==> src/rtl/udp_rx_scheduler.sv <==
// udp_rx_scheduler: shares a single UDP decoder between two FWFT receive
// channels. It grants channels round-robin, streams the granted datagram's
// words into the decoder, waits for fin (or a timeout), reports a per-packet
// status and pulses the decoder reset before the next grant.
module udp_rx_scheduler #(
  parameter int TIMEOUT = 1024,
  parameter int MAX_LEN = 1472
) (
  input  logic        clk,
  input  logic        reset,
  input  logic [1:0]  req,
  input  logic [31:0] req0_dest_ip,
  input  logic [31:0] req0_src_ip,
  input  logic [15:0] req0_len_udp,
  input  logic [31:0] req0_data,
  input  logic [31:0] req1_dest_ip,
  input  logic [31:0] req1_src_ip,
  input  logic [15:0] req1_len_udp,
  input  logic [31:0] req1_data,
  output logic [1:0]  rd_en,
  output logic [1:0]  done,
  output logic [1:0]  status,
  output logic        grant_id,
  output logic        busy,
  output logic [31:0] dec_dest_ip,
  output logic [31:0] dec_src_ip,
  output logic [15:0] dec_len_udp,
  output logic [31:0] dec_data,
  output logic        dec_start,
  output logic        dec_reset,
  input  logic        dec_fin,
  input  logic        dec_ok
);

  localparam int TW = $clog2(TIMEOUT) + 1;

  localparam logic [2:0] S_IDLE     = 3'd0;
  localparam logic [2:0] S_STREAM   = 3'd1;
  localparam logic [2:0] S_WAIT_FIN = 3'd2;
  localparam logic [2:0] S_DROP     = 3'd3;
  localparam logic [2:0] S_REPORT   = 3'd4;
  localparam logic [2:0] S_CLEAR    = 3'd5;

  localparam logic [1:0] ST_OK      = 2'b00;
  localparam logic [1:0] ST_BAD_SUM = 2'b01;
  localparam logic [1:0] ST_LEN_ERR = 2'b10;
  localparam logic [1:0] ST_TIMEOUT = 2'b11;

  logic [2:0]    state;
  logic          last_grant;
  logic [16:0]   words_left;
  logic [TW-1:0] tcnt;
  logic          first_word;
  logic          dropped;

  logic          sel;
  logic [15:0]   sel_len;
  logic [16:0]   sel_words;
  logic          sel_bad;

  // Arbitration and length qualification for the channel that would win now.
  always_comb begin
    sel       = (req == 2'b11) ? ~last_grant : req[1];
    sel_len   = sel ? req1_len_udp : req0_len_udp;
    sel_words = ({1'b0, sel_len} + 17'd3) >> 2;
    sel_bad   = (sel_len < 16'd8) || (sel_len > 16'(MAX_LEN));
  end

  // Main sequencer: grant, stream or drop, wait for fin, report, clear.
  always_ff @(posedge clk or negedge reset) begin
    if (!reset) begin
      state       <= S_IDLE;
      last_grant  <= 1'b1;
      grant_id    <= 1'b0;
      words_left  <= '0;
      tcnt        <= '0;
      first_word  <= 1'b0;
      dropped     <= 1'b0;
      status      <= ST_OK;
      dec_dest_ip <= '0;
      dec_src_ip  <= '0;
      dec_len_udp <= '0;
    end else begin
      case (state)
        S_IDLE: begin
          if (req != 2'b00) begin
            grant_id    <= sel;
            dec_dest_ip <= sel ? req1_dest_ip : req0_dest_ip;
            dec_src_ip  <= sel ? req1_src_ip : req0_src_ip;
            dec_len_udp <= sel_len;
            words_left  <= sel_words;
            first_word  <= 1'b1;
            dropped     <= sel_bad;
            if (!sel_bad) begin
              state <= S_STREAM;
            end else if (sel_words == 17'd0) begin
              status <= ST_LEN_ERR;
              state  <= S_REPORT;
            end else begin
              state <= S_DROP;
            end
          end
        end
        S_STREAM: begin
          first_word <= 1'b0;
          words_left <= words_left - 17'd1;
          if (words_left == 17'd1) begin
            tcnt  <= '0;
            state <= S_WAIT_FIN;
          end
        end
        S_WAIT_FIN: begin
          if (dec_fin) begin
            status <= dec_ok ? ST_OK : ST_BAD_SUM;
            state  <= S_REPORT;
          end else if (tcnt == TW'(TIMEOUT - 1)) begin
            status <= ST_TIMEOUT;
            state  <= S_REPORT;
          end else begin
            tcnt <= tcnt + TW'(1);
          end
        end
        S_DROP: begin
          words_left <= words_left - 17'd1;
          if (words_left == 17'd1) begin
            status <= ST_LEN_ERR;
            state  <= S_REPORT;
          end
        end
        S_REPORT: begin
          last_grant <= grant_id;
          state      <= S_CLEAR;
        end
        S_CLEAR: begin
          state <= S_IDLE;
        end
        default: begin
          state <= S_IDLE;
        end
      endcase
    end
  end

  // Decoder and channel strobes decoded from the current state.
  always_comb begin
    rd_en     = 2'b00;
    done      = 2'b00;
    dec_data  = '0;
    dec_start = 1'b0;
    dec_reset = 1'b1;
    busy      = (state != S_IDLE);
    case (state)
      S_STREAM: begin
        rd_en[grant_id] = 1'b1;
        dec_data        = grant_id ? req1_data : req0_data;
        dec_start       = first_word;
        dec_reset       = 1'b0;
      end
      S_WAIT_FIN: begin
        dec_reset = 1'b0;
      end
      S_DROP: begin
        rd_en[grant_id] = 1'b1;
      end
      S_REPORT: begin
        done[grant_id] = 1'b1;
        dec_reset      = dropped;
      end
      default: begin
        dec_reset = 1'b1;
      end
    endcase
  end

endmodule
==> config.mk <==
export PLATFORM = sky130hd
export DESIGN_NAME = udp_rx_scheduler
export DESIGN_NICKNAME = d
export VERILOG_FILES = /design/src/rtl/udp_rx_scheduler.sv
export SDC_FILE = /design/constraint.sdc
export NUM_CORES = 1
export LEC_CHECK = 0
export CAP_MARGIN = 20
export CORE_AREA = 4 4 134 136
export DETAILED_ROUTE_END_ITERATION = 12
export DIE_AREA = 0 0 138 140
export PLACE_DENSITY = 0.8
export SLEW_MARGIN = 30
export SYNTH_ARGS = -nofsm -noshare
export SYNTH_HDL_FRONTEND = slang
export SYNTH_SLANG_ARGS = --single-unit
export TNS_END_PERCENT = 30
==> constraint.sdc <==
create_clock -name clk -period 8.3 [get_ports clk]
set_clock_uncertainty 0.2 [all_clocks]
set_input_delay 1.66 -clock clk [delete_from_list [all_inputs] [get_ports clk]]
set_output_delay 1.66 -clock clk [all_outputs]
set_load 0.1 [all_outputs]
==> reports/metrics.cfg, run 1 <==
[status]
status = finished clean

[route]
drcViolationCount = 0
ant_nets = 0
routed_wirelength_um = 24390
detail_route.vias_per_cell = 5.298
drtIter0Drc = 477
dr.pass1.iters = 5
wl_per_cell_um = 17.61
via_count = 7338

[placement]
placed_cell_area_um2 = 10400
io_buffers = 351
routabilityCongestion = 0.9451
place_inst = 1352
hpwlAfterDp_um = 18320

[critical_path]
critPathCaptureType = output port
max_stage_delay_ns = 1.21
cp.required_ns = 6.44
r2r_cells = 8
start_kind = input pin
crit_start = req0_data[13]
crit_slowest_cell = clkdlybuf4s50_1
worstReg2RegStart = last_grant
crit_end = dec_data[13]
cp_num_buf_inv = 2
crit_arrival_ns = 3.72
critPathKind = in -> out
cpLargestDelayFamily = buffers and inverters
cpMostUsedCell = clkdlybuf4s50_1
cp_cell_sequence = clkdlybuf4s50_1 -> mux2i_1 -> nor2_1 -> clkdlybuf4s50_1
rr_endpoint = state[1]
crit_fanout = 1
r2r_slack_ns = 4.62
cp_num_cells = 4

[sta]
rsz0062_at_grt = no
setup_viol = 0
worst_pin_slew_ns = 1.019
max_freq_ghz = 0.1793
tns_ns = 0
final_hold_viol_count = 0
max_slew_margin_pct = 31.84
min_period_ns = 5.577
post-route-period-util_pct = 67.19
hold_ws_ns = 0.2855
drv_slew = 0

[synth]
yosys.area_share.xor_xnor_pct = 3.124
ys_seq_area_share_pct = 43.53
yosys.area.top_type_share_pct = 43.14
synth_edf_count = 0
ys_types = 57
async_reset_ff_share_pct = 100.0
synth_compound_area_share_pct = 16.21
postSynthCellCount = 819
synthAdderAreaFrac_pct = 0.5578
synth_flop_cell = dfrtp_1
netlist_area_um2 = 6729
synth_top_family_by_area = simple AND/OR/NAND/NOR gates
ys_seq_elements = 117
synth-simple-area-share_pct = 25.46
yosys.area.top_type = dfrtp_1
yosysWarnings = 0
synthMuxAreaShare_pct = 7.958
syn_area_per_cell_um2 = 8.216
ys_top_cells_by_area = dfrtp_1, nand2_1, nor2_1, mux2i_1, a31oi_1
syn-num-nets = 1052

[layout]
final_cells = 1385
fin_nets = 1379
drive_gt1_share_pct = 5.522
syn2layout_area_growth_pct = 62.70
fin_area_um2 = 10950

[die]
die-area_um2 = 19320
num_rows = 48
die_x_um = 138
die_h_um = 140
start_util_pct = 39.73
coreArea_um2 = 16940
pin_count = 352

[power]
p_switching_uw = 3145
p_comb_share_pct = 66.7
clkPwrFrac_pct = 13.5
internal_power_uw = 2136
power_frac_seq_pct = 19.8
p_per_area_nw_per_um2 = 482.4
leakage_uw = 0.004476
peakVddDrop_mv = 0.3008
swShare_pct = 59.55

[grt]
grt_pass1_wl_um = 38320
grt_pass1_vias = 7269
grt_max_degree = 79
antenna_found_initial = 1
grtUsageTotal_pct = 24.53
grt.overflow.total = 0

[clock_tree]
cts.clk_slew.worst_paths_ns = 0.05
cts_tree = built
cts_setup_buffers = 0
clkLatencyLatePin_ns = 0.41
cts_resized = 0
clock_path_buffers = 2
cts_inserted_buffers = 17
cts_sinks = 117
clock-root-buffer = clkbuf_16
h-tree-depth = 4
ctsHoldBuffers = 0

[run]
max_cap_viol_count = 0

[hold_path]
min_path_type = reg -> reg

==> cell usage after synthesis, types with 2 or more instances <==
cell         n
a2111o_1     2
a21boi_0     2
a21oi_1     11
a31oi_1     69
and2_1       4
and3_1       9
buf_1        8
buf_2        2
clkbuf_1    40
dfrtp_1    116
ha_1         3
inv_1        6
mux2_2       4
mux2i_1     49
nand2_1    177
nand2b_1     4
nand3_1     20
nand4_1      5
nor2_1     133
nor3_1      21
nor4_1       3
o2111a_1     2
o2111ai_1    3
o211ai_1    15
o21ai_0     32
o221ai_1     3
o22ai_1      3
o311ai_0     5
o31ai_1      2
o32ai_1      2
or2_2        3
or3_1        7
or4_1        7
or4_4        2
xnor2_1     10
xor2_1      14
==> power by group through the flow <==
stage	registers (µW)	logic (µW)	clock network [µW]
3_3_place_gp	1040	3530	0
3_5_place_dp	1050	3540	0
2_1_floorplan	2430	1260	0
6_report	1050	3520	712
4_1_cts	1050	3560	722
5_1_grt	1090	3680	749
==> worst min-delay path, stage by stage (launching register included) <==
cell and delay [ns]:
dfrtp_1 0.34, nand2_1 0.05, o21ai_0 0.06
==> registers in the layout, indices dropped and copies added, names as in the netlist, 2 cells and up <==
signal / cells
dec_src_ip: 32
state: 3
tcnt: 11
words_left: 17
dec_len_udp: 16
dec_dest_ip: 32
status: 2
==> cell families (layout without fill, tap and decap cells) <==
family                     after synthesis  count (layout)
xor gates and xnor gates                24              24
adders and majority gates                3               3
other                                    0               1
buffers and inverters                   56             396
and+or+nand+nor                        401             401
DFF                                    117             117
AOI/OAI and AO/OA                      165             165
muxes                                   53              53
==> cell usage in the layout, fill, tap and decap left out, types with 3 or more instances in the layout <==
| cell | count |
|---|---|
| a21oi_1 | 11 |
| a31oi_1 | 69 |
| and2_1 | 4 |
| and3_1 | 9 |
| buf_2 | 7 |
| buf_4 | 7 |
| clkbuf_1 | 3 |
| clkbuf_16 | 17 |
| clkdlybuf4s50_1 | 342 |
| clkinv_2 | 6 |
| dfrtp_1 | 115 |
| ha_1 | 3 |
| inv_1 | 6 |
| mux2_2 | 4 |
| mux2i_1 | 49 |
| nand2_1 | 177 |
| nand2b_1 | 4 |
| nand3_1 | 20 |
| nand4_1 | 5 |
| nor2_1 | 132 |
| nor3_1 | 21 |
| nor4_1 | 3 |
| o2111ai_1 | 3 |
| o211ai_1 | 15 |
| o21ai_0 | 32 |
| o221ai_1 | 3 |
| o22ai_1 | 3 |
| o311ai_0 | 5 |
| or2_2 | 3 |
| or3_1 | 7 |
| or4_1 | 7 |
| xnor2_1 | 10 |
| xor2_1 | 14 |
==> stage by stage <==
stage | power [µW] | utilization, % | setup WS, ns
floorplan | 3692 | - | 3.202
global placement | 4566 | 61.47 | 2.698
detailed placement | 4596 | 61.41 | 2.713
CTS | 5324 | 64.77 | 2.708
global route | 5512 | 64.64 | 2.589
finish | 5281 | 64.64 | 2.723
==> layout make-up <==
cell class	count	area, µm²
clock inverter	10	105.1
inverter	6	22.52
timing repair buffer	358	3527
fill	1401	5988
clock buffer	22	464.2
antenna	1	2.502
multi-input combinational	646	3612
tap	225	281.5
sequential	117	2933
==> how the worst min path moves through the flow <==
stage | start | to | slack [ns] | cells past startpoint
4_1_cts | words_left[16] | words_left[16] | 0.29 | 1
2_1_floorplan | words_left[10] | words_left[10] | 0.25 | 2
3_3_place_gp | words_left[10] | words_left[10] | 0.26 | 2
3_5_place_dp | dec_len_udp[4] | dec_len_udp[4] | 0.27 | 2
6_report | dec_len_udp[4] | dec_len_udp[4] | 0.29 | 2
5_1_grt | dec_len_udp[15] | dec_len_udp[15] | 0.30 | 2
==> layer usage <==
layer	routed length [µm]	share of wire (%)	vias to the layer above	track usage, %
met5	0	0	-	0
met4	647	2.7	0	8.112
met3	2545	10	42	10.04
met2	12160	50	351	43.35
met1	9036	37	3400	26.81
li1	-	-	3545	-
Power figures use the tool's default switching activity.
==> run 2, diff against run 1 <==
CORE_AREA = default   (was 4 4 134 136)
CORE_ASPECT_RATIO = 1.75   (was default)
CORE_MARGIN = 4   (was default)
CORE_UTILIZATION = 40   (was default)
DIE_AREA = default   (was 0 0 138 140)
clock period = 5.2 ns   (was 8.3 ns; I/O delays follow)
==> run 2 against run 1 <==
Clock power grew 59%. Die area shrank 1.4%. Routed wire length grew 3.4%. Critical path type is now reg -> out. Sequential share of layout area grew 0.085 points. First-iteration DRC count shrank 1.3%. Combinational power grew 61%. Final area shrank 0.40%. Sequential power grew 58%. Largest cell class unchanged. Non-clock buffer count grew 4.
==> reports/metrics.cfg, run 2 (same netlist as run 1, synthesis figures left out) <==
[grt]
grt_max_degree = 99
antenna_found_initial = 0
grt.overflow.total = 0
grt_pass1_wl_um = 38730
grt_pass1_vias = 7385
grtUsageTotal_pct = 25.77

[power]
peakVddDrop_mv = 0.5588
leakage_uw = 0.004542
p_per_area_nw_per_um2 = 775.0

[die]
die_h_um = 179.6
die-area_um2 = 19040
pin_count = 352
coreArea_um2 = 16450
start_util_pct = 40.92
die_x_um = 106.0
num_rows = 62

[layout]
drive_gt1_share_pct = 8.262
reg_top3 = dec_dest_ip (32), dec_src_ip (32), words_left (17)
diodes = 0
utilization_pct = 66.30
syn2layout_area_growth_pct = 62.05
final_cell_mix = clkdlybuf4s50_1, nand2_1, nor2_1
layout_commonest_cell = clkdlybuf4s50_1
fin_nets = 1383

[clock_tree]
clock-root-buffer = clkbuf_16
clkLatencyLatePin_ns = 0.40
h-tree-depth = 4
cts_setup_buffers = 0
ctsHoldBuffers = 0
cts_tree = built
cts_resized = 0
cts_sinks = 117
cts_inserted_buffers = 17
clock_path_buffers = 2
cts.clk_slew.worst_paths_ns = 0.05

[sta]
max_slew_margin_pct = 30.51
post-route-period-util_pct = 79.17
drv_slew = 0
final_hold_viol_count = 0
rsz0062_at_grt = no
worst_pin_slew_ns = 1.039
hold_ws_ns = 0.2864
max_freq_ghz = 0.2429
min_period_ns = 4.117
setup_viol = 0
tns_ns = 0

[critical_path]
critPathKind = reg -> out
worstReg2RegStart = last_grant
start_kind = flip-flop
cpLargestDelayFamily = buffers and inverters
cp_cell_sequence = nor3_1 -> inv_1 -> clkdlybuf4s50_1
crit_fanout = 11
max_stage_delay_ns = 1.04
rr_endpoint = state[2]
critPathCaptureType = output port
cp_num_buf_inv = 2
cp.required_ns = 3.96
r2r_cells = 8
r2r_slack_ns = 2.14
crit_arrival_ns = 2.88
crit_slowest_cell = clkdlybuf4s50_1

[route]
routed_wirelength_um = 25210
via_count = 7491
drtIter0Drc = 471
detail_route.vias_per_cell = 5.405
drcViolationCount = 0
ant_nets = 0
dr.pass1.iters = 5
wl_per_cell_um = 18.19

[hold_path]
min_path_type = reg -> reg
hp-start = dec_len_udp[7]
hold-path-cell-count = 2
holdPathEnd = dec_len_udp[7]

[run]
max_cap_viol_count = 0

[placement]
routabilityCongestion = 0.9670
hpwlAfterDp_um = 19940
io_buffers = 351

[status]
status = finished clean

[run 2: cell types whose count changed in the layout (fill, tap and decap cells not counted), sizes merged]
cell / change
diode: -1
clkinv: -1
clkinvlp: +1
clkbuf: -2
clkdlybuf4s50: -29
buf: +34
[run 2: how the worst max path moves through the flow]
stage | from | endpoint | slack, ns | depth (start not counted)
detailed placement | req[1] | state[2] | 0.83 | 9
global route | req[1] | state[2] | 0.98 | 9
floorplan | grant_id | dec_data[15] | 0.72 | 4
finish | state[2] | busy | 1.08 | 3
global placement | req[1] | state[2] | 0.87 | 9
CTS | state[2] | busy | 1.09 | 3
[run 2: through the flow]
stage	worst slack (ns)	instances	cell area [µm²]	power, µW
after detailed placement	0.8312	1355	10350	7348
after floorplan	0.7225	819	6729	5892
after CTS	1.087	1386	10900	8493
after global routing	0.9839	1386	10900	8802
final	1.083	1386	10900	8451
after global placement	0.8690	1355	10360	7307
[run 2: worst min-delay path, delay by kind of cell (launching register included)]
kind,cells,cell delay [ns]
and+or+nand+nor,1,0.05
DFF,1,0.34
AOI/OAI and AO/OA,1,0.06
[run 2: layout make-up]
| type | count | area [µm²] |
|---|---|---|
| well taps | 224 | 280.3 |
| fillers | 1392 | 5542 |
| flip-flops and latches | 117 | 2930 |
| repair buffers | 362 | 3493 |
| inverters | 6 | 22.52 |
| clock inverters | 10 | 107.6 |
| multi-input cells | 646 | 3620 |
| clock buffers | 21 | 450.4 |
[run 2: layer usage]
metal  vias up  part of all wire (%)  GRT usage, %
met4         0                   3.7         11.83
met1      3500                    34         25.45
met5         -                     0             0
li1       3552                     -             -
met2       376                    54         48.62
met3        63                   8.5         7.322
[run 2: report_power, final]
part	switching [µW]	total, µW	internal (µW)
logic	4310	5660	1350
registers	335	1660	1330
clock network	416	1130	710
total	5060	8450	3390
